`src/rtl/base_r_pkg.sv`:
```
// Shared definitions for the 64b/66b BASE-R transmit encoder.
// Holds the MII control characters and their 7-bit codes, the block-type bytes,
// the sync headers, the TX FSM state enum and the block-class enum.
// It also has small helpers that map control characters to codes and select
// the terminate block type.
package base_r_pkg;

    // MII control characters
    localparam logic [7:0] CHAR_IDLE  = 8'h07;
    localparam logic [7:0] CHAR_ERROR = 8'hFE;
    localparam logic [7:0] CHAR_START = 8'hFB;
    localparam logic [7:0] CHAR_TERM  = 8'hFD;

    // 7-bit control codes carried inside control blocks
    localparam logic [6:0] CODE_IDLE  = 7'h00;
    localparam logic [6:0] CODE_ERROR = 7'h1E;

    // Block-type bytes
    localparam logic [7:0] BT_CTRL  = 8'h1E;
    localparam logic [7:0] BT_START = 8'h78;

    // Sync headers
    localparam logic [1:0] SH_DATA = 2'b01;
    localparam logic [1:0] SH_CTRL = 2'b10;

    typedef enum logic [2:0] {
        StInit,
        StC,
        StD,
        StT,
        StE
    } tx_state_e;

    typedef enum logic [2:0] {
        ClsC,
        ClsS,
        ClsT,
        ClsD,
        ClsE
    } blk_class_e;

    function automatic logic is_idle_or_err(input logic [7:0] ch);
        return (ch == CHAR_IDLE) || (ch == CHAR_ERROR);
    endfunction

    // Only valid for characters already known to be Idle or Error.
    function automatic logic [6:0] ctrl_code(input logic [7:0] ch);
        return (ch == CHAR_IDLE) ? CODE_IDLE : CODE_ERROR;
    endfunction

    function automatic logic [7:0] term_type(input logic [2:0] lane);
        logic [7:0] bt;
        case (lane)
            3'd0:    bt = 8'h87;
            3'd1:    bt = 8'h99;
            3'd2:    bt = 8'hAA;
            3'd3:    bt = 8'hB4;
            3'd4:    bt = 8'hCC;
            3'd5:    bt = 8'hD2;
            3'd6:    bt = 8'hE1;
            default: bt = 8'hFF;
        endcase
        return bt;
    endfunction

endpackage

```
`src/rtl/base_r_block_classify.sv`:
```
// Combinational classifier for one 64-bit MII word.
// Ports:
//   i_txd       - eight MII data lanes, lane 0 in bits [7:0]
//   i_txc       - per-lane control flags
//   o_class     - block class: C, S, T, D or E
//   o_term_lane - lane holding Terminate; meaningful only when o_class == ClsT
module base_r_block_classify
    import base_r_pkg::*;
(
    input  logic [63:0] i_txd,
    input  logic [7:0]  i_txc,
    output blk_class_e  o_class,
    output logic [2:0]  o_term_lane
);

    logic [7:0] w_ie;  // lane holds Idle or Error

    always_comb begin
        w_ie = '0;
        for (int i = 0; i < 8; i++) begin
            w_ie[i] = is_idle_or_err(i_txd[8*i +: 8]);
        end
    end

    always_comb begin
        o_class     = ClsE;
        o_term_lane = 3'd0;
        if ((i_txc == 8'hFF) && (&w_ie)) begin
            o_class = ClsC;
        end else if ((i_txc == 8'h01) && (i_txd[7:0] == CHAR_START)) begin
            o_class = ClsS;
        end else if (i_txc == 8'h00) begin
            o_class = ClsD;
        end else begin
            // T(k): txc ones from lane k upward, Terminate in lane k, and only
            // Idle/Error above it. At most one k can match the txc pattern.
            for (int k = 0; k < 8; k++) begin
                if ((i_txc == (8'hFF << k)) && (i_txd[8*k +: 8] == CHAR_TERM) &&
                    (&(w_ie | ~(8'hFE << k)))) begin
                    o_class     = ClsT;
                    o_term_lane = 3'(k);
                end
            end
        end
    end

endmodule

```
`src/rtl/base_r_encoder_64b66b.sv`:
```
// 64b/66b BASE-R transmit encoder with a one-cycle registered output.
// Ports:
//   clk          - clock; all state changes on its rising edge
//   i_rst        - synchronous active-high reset
//   i_valid      - qualifies i_txd/i_txc this cycle
//   i_txd, i_txc - 64-bit MII data and 8-bit control
//   o_valid      - o_tx_coded holds a new block
//   o_tx_coded   - {sync header, 64-bit payload}; block type in [7:0]
//   o_err_blocks - saturating count of error blocks emitted
module base_r_encoder_64b66b
    import base_r_pkg::*;
#(
    parameter int unsigned ERR_CNT_W = 16
) (
    input  logic                 clk,
    input  logic                 i_rst,
    input  logic                 i_valid,
    input  logic [63:0]          i_txd,
    input  logic [7:0]           i_txc,
    output logic                 o_valid,
    output logic [65:0]          o_tx_coded,
    output logic [ERR_CNT_W-1:0] o_err_blocks
);

    localparam logic [63:0] ERR_PAYLOAD = {{8{CODE_ERROR}}, BT_CTRL};
    localparam logic [65:0] RST_BLOCK   = {SH_CTRL, 56'h0, BT_CTRL};

    blk_class_e           w_class;
    logic [2:0]           w_term_lane;
    tx_state_e            r_state;
    tx_state_e            w_state_next;
    logic [1:0]           w_sync;
    logic [63:0]          w_payload;
    logic                 r_valid;
    logic [65:0]          r_tx_coded;
    logic [ERR_CNT_W-1:0] r_err_cnt;

    base_r_block_classify u_classify (
        .i_txd       (i_txd),
        .i_txc       (i_txc),
        .o_class     (w_class),
        .o_term_lane (w_term_lane)
    );

    always_comb begin
        w_state_next = StE;
        case (r_state)
            StD: begin
                case (w_class)
                    ClsD:    w_state_next = StD;
                    ClsT:    w_state_next = StT;
                    default: w_state_next = StE;
                endcase
            end
            StE: begin
                case (w_class)
                    ClsC:    w_state_next = StC;
                    ClsS:    w_state_next = StD;
                    ClsD:    w_state_next = StD;
                    ClsT:    w_state_next = StT;
                    default: w_state_next = StE;
                endcase
            end
            default: begin  // StInit, StC, StT
                case (w_class)
                    ClsC:    w_state_next = StC;
                    ClsS:    w_state_next = StD;
                    default: w_state_next = StE;
                endcase
            end
        endcase
    end

    // The block is chosen by the state being entered: an error block whenever
    // the FSM lands in E, otherwise the encoding of the current word.
    always_comb begin
        w_sync    = SH_CTRL;
        w_payload = ERR_PAYLOAD;
        if (w_state_next != StE) begin
            case (w_class)
                ClsD: begin
                    w_sync    = SH_DATA;
                    w_payload = i_txd;
                end
                ClsS: w_payload = {i_txd[63:8], BT_START};
                ClsC: begin
                    w_payload      = '0;
                    w_payload[7:0] = BT_CTRL;
                    for (int i = 0; i < 8; i++) begin
                        w_payload[7*i+8 +: 7] = ctrl_code(i_txd[8*i +: 8]);
                    end
                end
                ClsT: begin
                    // Data shifts up one byte past the type; trailing codes
                    // keep the same bit slots as in a C block; the gap stays zero.
                    w_payload      = '0;
                    w_payload[7:0] = term_type(w_term_lane);
                    for (int i = 0; i < 7; i++) begin
                        if (i < int'(w_term_lane)) begin
                            w_payload[8*i+8 +: 8] = i_txd[8*i +: 8];
                        end
                    end
                    for (int i = 1; i < 8; i++) begin
                        if (i > int'(w_term_lane)) begin
                            w_payload[7*i+8 +: 7] = ctrl_code(i_txd[8*i +: 8]);
                        end
                    end
                end
                default: ;
            endcase
        end
    end

    always_ff @(posedge clk) begin
        if (i_rst) begin
            r_state <= StInit;
        end else if (i_valid) begin
            r_state <= w_state_next;
        end
    end

    always_ff @(posedge clk) begin
        if (i_rst) begin
            r_valid    <= 1'b0;
            r_tx_coded <= RST_BLOCK;
            r_err_cnt  <= '0;
        end else begin
            r_valid <= i_valid;
            if (i_valid) begin
                r_tx_coded <= {w_sync, w_payload};
                if ((w_state_next == StE) && (r_err_cnt != '1)) begin
                    r_err_cnt <= r_err_cnt + ERR_CNT_W'(1);
                end
            end
        end
    end

    assign o_valid      = r_valid;
    assign o_tx_coded   = r_tx_coded;
    assign o_err_blocks = r_err_cnt;

endmodule

```
`config.mk`:
```
export PLATFORM = sky130hd
export DESIGN_NAME = base_r_encoder_64b66b
export DESIGN_NICKNAME = d
export VERILOG_FILES = /design/src/rtl/base_r_pkg.sv /design/src/rtl/base_r_block_classify.sv /design/src/rtl/base_r_encoder_64b66b.sv
export SDC_FILE = /design/constraint.sdc
export NUM_CORES = 1
export LEC_CHECK = 0
export ABC_CLOCK_PERIOD_IN_PS = 4800
export CELL_PAD_IN_SITES_DETAIL_PLACEMENT = 0
export CELL_PAD_IN_SITES_GLOBAL_PLACEMENT = 1
export CORE_UTILIZATION = 46
export CTS_CLUSTER_SIZE = 14
export DETAILED_ROUTE_END_ITERATION = 6
export DONT_BUFFER_PORTS = 1
export PLACE_DENSITY = 0.91
export SETUP_SLACK_MARGIN = 0.15
export SKIP_CTS_REPAIR_TIMING = 1
export SYNTH_ARGS = -nofsm -noshare
export SYNTH_HDL_FRONTEND = slang
export SYNTH_HIERARCHICAL = 1
export SYNTH_SLANG_ARGS = --single-unit
```
`constraint.sdc`:
```
create_clock -name clk -period 4.8 [get_ports clk]
set_input_delay 0.24 -clock clk [delete_from_list [all_inputs] [get_ports clk]]
set_output_delay 0.24 -clock clk [all_outputs]
set_load 0.05 [all_outputs]
```
==> results.json, run 1 <==
{
  "critPathKind": "in -> reg",
  "maxSlewHeadroom": 0.277,
  "dp.cells": 761,
  "cts_num_sinks": 86,
  "async_flop_share": 0,
  "synth-xor-area-share": 0,
  "coreArea_mm2": 0.0109,
  "ys.flop_type": "dfxtp_1",
  "fin_crit_sh": 0.780,
  "start_util": 0.475,
  "final_common_cell": "dfxtp_1",
  "ys_top_cells_by_area": "dfxtp_1, nor2_1, a21oi_1, a22o_1, a22oi_1",
  "finalHoldViolations": 0,
  "insertion_delay_ns": 0.39,
  "n_fill_cell": 1041,
  "ios": 158,
  "vias_per_cell": 6.92,
  "grt_pass1_wl_um": 26500,
  "start_kind": "primary input",
  "place_congestion": 0.946,
  "synth_compound_area_frac": 0.301,
  "power.share.clock": 0.368,
  "powerDensity_mw_per_mm2": 256,
  "cts_tree": "done",
  "first_pass_iters": 6,
  "die_h_um": 108,
  "antenna_left": 0,
  "synthCells": 649,
  "layout_common_cells": "dfxtp_1, nor2_1, a21oi_1, nand2_1, nor2b_1",
  "period_minus_slack_ns": 3.74,
  "stdcell_area_mm2": 0.00550,
  "grt_pass1_vias": 5071,
  "seq_area_mm2": 0.00172,
  "skew_ns": 0.0100,
  "drive_gt1_frac": 0.0738,
  "drt_iter0_drc": 480,
  "hpwl_um": 12500,
  "dieArea_mm2": 0.0117,
  "yosysWarnings": 6,
  "synth_edf_count": 0,
  "crit_required_ns": 5.03,
  "synthAdderAreaFrac": 0.00969,
  "rsz0062_at_grt": "false",
  "antenna_found_initial": 0,
  "fin_cells": 777,
  "htreeDepth": 3,
  "final_nets": 712,
  "grtUsageTotal": 0.292,
  "multi_input_area_mm2": 0.00326,
  "comb_power_share": 0.046,
  "seq_area_frac_synth": 0.333,
  "synth_area_mm2": 0.00517,
  "synth_top_area_frac": 0.333,
  "rows": 38,
  "max-vdd-ir-drop_v": 0.000145,
  "holdCritPathClass": "in -> reg",
  "post_synth_num_cell_types": 72,
  "synthSimpleGateAreaFrac": 0.304,
  "synth_top_family_by_area": "simple AND/OR/NAND/NOR gates",
  "drc": 0,
  "cts_root_buffer": "clkbuf_8",
  "area_growth_pct": 6.39,
  "io_buffers": 0,
  "clk_pin_slew_ns": 0.08,
  "ys_ff_latch": 86,
  "cellInternalPower_w": 0.00101,
  "post_drt_wl_per_cell_um": 22.1,
  "tightest_slew_ns": 1.08,
  "swShare": 0.279,
  "cp.arrival_ns": 3.98,
  "cp_max_fo": 12,
  "overflow": 0,
  "status": "complete, no violations",
  "p_leak_nw": 1.67,
  "diodes": 0,
  "muxShareOfSynthArea": 0.0128,
  "maxCapViolations": 0,
  "rrSetupSlack_ns": 2.42,
  "finalSetupViolCount": 0,
  "endpoint_kind": "register",
  "synth_largest_area_cell": "dfxtp_1",
  "synth_nets": 728,
  "setup_tns_ns": 0,
  "clock_path_buffers": 2,
  "numCtsBuffers": 9,
  "slew_viol_final": 0,
  "p_seq_frac": 0.586,
  "switching_power_w": 0.000393,
  "place_area_mm2": 0.00528,
  "vias": 5378,
  "timing.fmax_ghz": 0.267,
  "die_x_um": 108,
  "grt_max_degree": 86,
  "drt_wl_total_um": 17100,
  "avgSynthCellArea_um2": 7.96
}
==> Yosys cell counts, drive strengths merged (5+ instances only) <==
cell / n
o31ai: 10
a22oi: 25
buf: 6
clkbuf: 31
nor2: 85
nand4: 8
nor4: 18
nor2b: 30
nand2b: 8
dfxtp: 86
nand2: 39
a21oi: 48
o21ai: 26
nand3b: 9
a22o: 25
nor3: 15
a211oi: 25
nand3: 18
and4: 10
mux2: 5
a311oi: 17
inv: 13
or4: 16
==> path summary, 6_finish.rpt <==
path                                  from              to  depth (start not counted)
worst max-delay path             i_txd[52]  o_tx_coded[39]                         11
worst min-delay path             i_txd[31]  o_tx_coded[31]                          2
worst max register to register  r_state[2]  o_tx_coded[39]                          5
worst min register to register  r_state[1]      r_state[1]                          2
==> worst max-delay path: stages <==
cell and delay, ns:
or4_1 0.53, o32a_1 0.20, a2111o_1 0.39, o311ai_2 0.32, and2_1 0.19, or4_1 0.30
or3b_4 0.22, a21oi_4 0.09, or4_1 0.77, a211oi_1 0.52, a311oi_1 0.19
==> power groups by stage <==
stage	Combinational (W)	Sequential, W	Clock, W
finish	0.0000647	0.000825	0.000518
global route	0.0000720	0.000828	0.000554
CTS	0.0000531	0.000825	0.000523
detailed placement	0.0000529	0.000842	0
global placement	0.0000505	0.000842	0
floorplan	0.0000593	0.000836	0
==> cells by family (layout without fill, tap and decap cells) <==
family | count (synthesis) | after routing
DFF | 86 | 86
and+or+nand+nor | 286 | 286
muxes | 6 | 6
buffers and inverters | 51 | 39
adders and majority gates | 4 | 4
AOI/OAI and AO/OA | 216 | 216
==> per-stage QoR <==
stage / worst slack (ns) / total power (W) / hold WS (ns) / utilization
2_1_floorplan: 1.38 / 0.000895 / 0.318 / -
3_3_place_gp: 0.858 / 0.000892 / 0.318 / 0.485
3_5_place_dp: 0.747 / 0.000895 / 0.321 / 0.485
4_1_cts: 1.14 / 0.00140 / -0.0965 / 0.502
5_1_grt: 0.916 / 0.00145 / 0.00629 / 0.505
6_report: 1.06 / 0.00141 / 0.0169 / 0.505
==> metal layers <==
metal | part of all wire | up-vias | track usage
li1 | - | 2468 | -
met1 | 0.40 | 2564 | 0.363
met2 | 0.45 | 300 | 0.445
met3 | 0.12 | 46 | 0.120
met4 | 0.024 | 0 | 0.122
met5 | 0 | - | 0
==> cell type report <==
type	instances	area share
inverters	14	0.00956
flip-flops and latches	86	0.313
clock buffers	11	0.0257
well taps	140	0.0319
repair buffers	10	0.0173
clock inverters	4	0.00865
multi-input cells	512	0.594
==> sequential cells by signal, indices dropped and copies added, names as in the netlist <==
register      count
o_valid           1
r_state           3
o_tx_coded       66
o_err_blocks     16
(Power assumes the default switching activity.)
==> inputs of run 2 (changes only) <==
--- a/config.mk
+++ b/config.mk
@@ -5,7 +5,7 @@
 export SDC_FILE = /design/constraint.sdc
 export NUM_CORES = 1
 export LEC_CHECK = 0
-export ABC_CLOCK_PERIOD_IN_PS = 4800
+export ABC_CLOCK_PERIOD_IN_PS = 3500
 export CELL_PAD_IN_SITES_DETAIL_PLACEMENT = 0
 export CELL_PAD_IN_SITES_GLOBAL_PLACEMENT = 1
 export CORE_UTILIZATION = 46
==> constraint.sdc (replaced) <==
create_clock -name clk -period 3.5 [get_ports clk]
set_input_delay 0.175 -clock clk [delete_from_list [all_inputs] [get_ports clk]]
set_output_delay 0.175 -clock clk [all_outputs]
set_load 0.05 [all_outputs]
==> run 2 against run 1 <==
The flow now finishes with violations (design-rule violations, negative hold slack). Register-to-register slack got worse by 1.3 ns. Routed wire length up 3.9%. Highest routed layer unchanged. Non-clock buffer count up 32. Worst setup slack worse by 0.74 ns. Total power rose by 39%. Critical path type unchanged. Critical path depth rose by 1. Cell area is 6.0% higher. Sequential share of layout area is 1.8 points lower.
==> results.json, run 2 (same netlist as run 1, synthesis figures left out) <==
{
  "largest_reg_flops": 66,
  "drt_wl_total_um": 17800,
  "final_common_cell": "dfxtp_1",
  "crit_required_ns": 3.79,
  "htreeDepth": 3,
  "drc": 1,
  "slew_viol_final": 0,
  "vias_per_cell": 6.77,
  "finalSetupViolCount": 0,
  "place_congestion": 0.976,
  "grt_pass1_wl_um": 26600,
  "cts_num_sinks": 86,
  "die_h_um": 108,
  "antenna_left": 0,
  "cts_root_buffer": "clkbuf_8",
  "tightest_slew_ns": 0.998,
  "power_w": 0.00196,
  "clock_path_buffers": 2,
  "clk_pin_slew_ns": 0.08,
  "die_x_um": 108,
  "post_drt_wl_per_cell_um": 22.0,
  "rows": 38,
  "grt_max_degree": 86,
  "timing.fmax_ghz": 0.314,
  "first_pass_iters": 7,
  "rsz0062_at_grt": "false",
  "numCtsBuffers": 9,
  "place_area_mm2": 0.00543,
  "maxSlewHeadroom": 0.331,
  "n_fill_cell": 1035,
  "cts_tree": "done",
  "finalHoldViolations": 5,
  "status": "finished, violations left",
  "skew_ns": 0.00843,
  "powerDensity_mw_per_mm2": 337,
  "io_buffers": 0,
  "crit_top_cell": "or4_1",
  "ios": 158,
  "setup_tns_ns": 0,
  "cp_slowest_stage_delay_ns": 0.51,
  "critPathKind": "in -> reg",
  "crit_family": "compound AO/OA/AOI/OAI gates",
  "worst-path-buf-inv": 2,
  "stdcell_area_mm2": 0.00583,
  "cp_max_fo": 16,
  "grtUsageTotal": 0.296,
  "overflow": 0,
  "start_util": 0.475,
  "violations": "design-rule violations, negative hold slack",
  "start_kind": "primary input",
  "max-vdd-ir-drop_v": 0.000240,
  "p_leak_nw": 1.83,
  "antenna_found_initial": 0,
  "hpwl_um": 12700,
  "holdCritPathClass": "in -> reg",
  "insertion_delay_ns": 0.39,
  "grt_pass1_vias": 4980,
  "cp_cell_sequence": "or4_1 > o32a_1 > a2111o_1 > o311ai_2 > and2_1 > or4_1 > buf_6 > or3b_1 > buf_4 > a41oi_1 > o21ai_0 > a311oi_1",
  "period_minus_slack_ns": 3.18,
  "fin_crit_sh": 0.909,
  "maxCapViolations": 0,
  "dieArea_mm2": 0.0117,
  "coreArea_mm2": 0.0109,
  "diodes": 0,
  "drive_gt1_frac": 0.101,
  "endpoint_kind": "register",
  "whs_ns": -0.0243,
  "cp.arrival_ns": 3.47,
  "layout_common_cells": "dfxtp_1, nor2_1, a21oi_1, nand2_1, nor2b_1",
  "final_nets": 744,
  "area_growth_pct": 12.7,
  "vias": 5485,
  "worst_path_max_delay_cell": "or4_1",
  "drt_iter0_drc": 538
}
-- run 2: where the power goes --
part	total [W]	internal, W	leakage [nW]	switching, W
registers	0.00113	0.00101	0.704	0.000124
clock network	0.000721	0.000349	0.0955	0.000372
logic	0.000112	0.0000530	1.03	0.0000586
-- run 2: per-stage QoR --
step                       util  cells  setup slack (ns)
after global routing      0.535    810             0.158
after CTS                 0.517    795             0.320
after detailed placement  0.499    779           -0.0931
after global placement    0.499    779          -0.00316
after floorplan               -    649             0.195
final                     0.535    810             0.318
-- run 2: path summary, 6_finish.rpt --
| kind | start | to | slack, ns | cells after the start |
|---|---|---|---|---|
| hold / removal | i_valid | o_tx_coded[39] | -0.02 | 2 |
| setup reg to reg | o_err_blocks[6] | o_err_blocks[2] | 1.15 | 6 |
| setup / recovery | i_txd[52] | o_tx_coded[47] | 0.32 | 12 |
| hold reg to reg | r_state[1] | r_state[1] | 0.50 | 2 |
-- run 2: cell type report --
class,instances,area (um^2),share of cell area
inverters,14,52.6,0.00902
multi-input cells,512,3280,0.563
repair buffers,42,394,0.0677
clock inverters,5,58.8,0.0101
flip-flops and latches,86,1720,0.296
clock buffers,11,141,0.0243
well taps,140,175,0.0301
-- run 2: worst register-to-register path: stages, from the launching register on --
cell,delay (ns)
dfxtp_1,0.74
and4_1,0.43
nand4_2,0.22
nor3_1,0.26
buf_4,0.22
nor3b_1,0.08
mux2_2,0.30
-- run 2: metal layers --
layer	global-route usage	wire (um)	vias to the layer above
li1	-	-	2537
met1	0.374	7250	2620
met2	0.451	8060	297
met3	0.117	2110	31
met4	0.111	399	0
met5	0	0	-
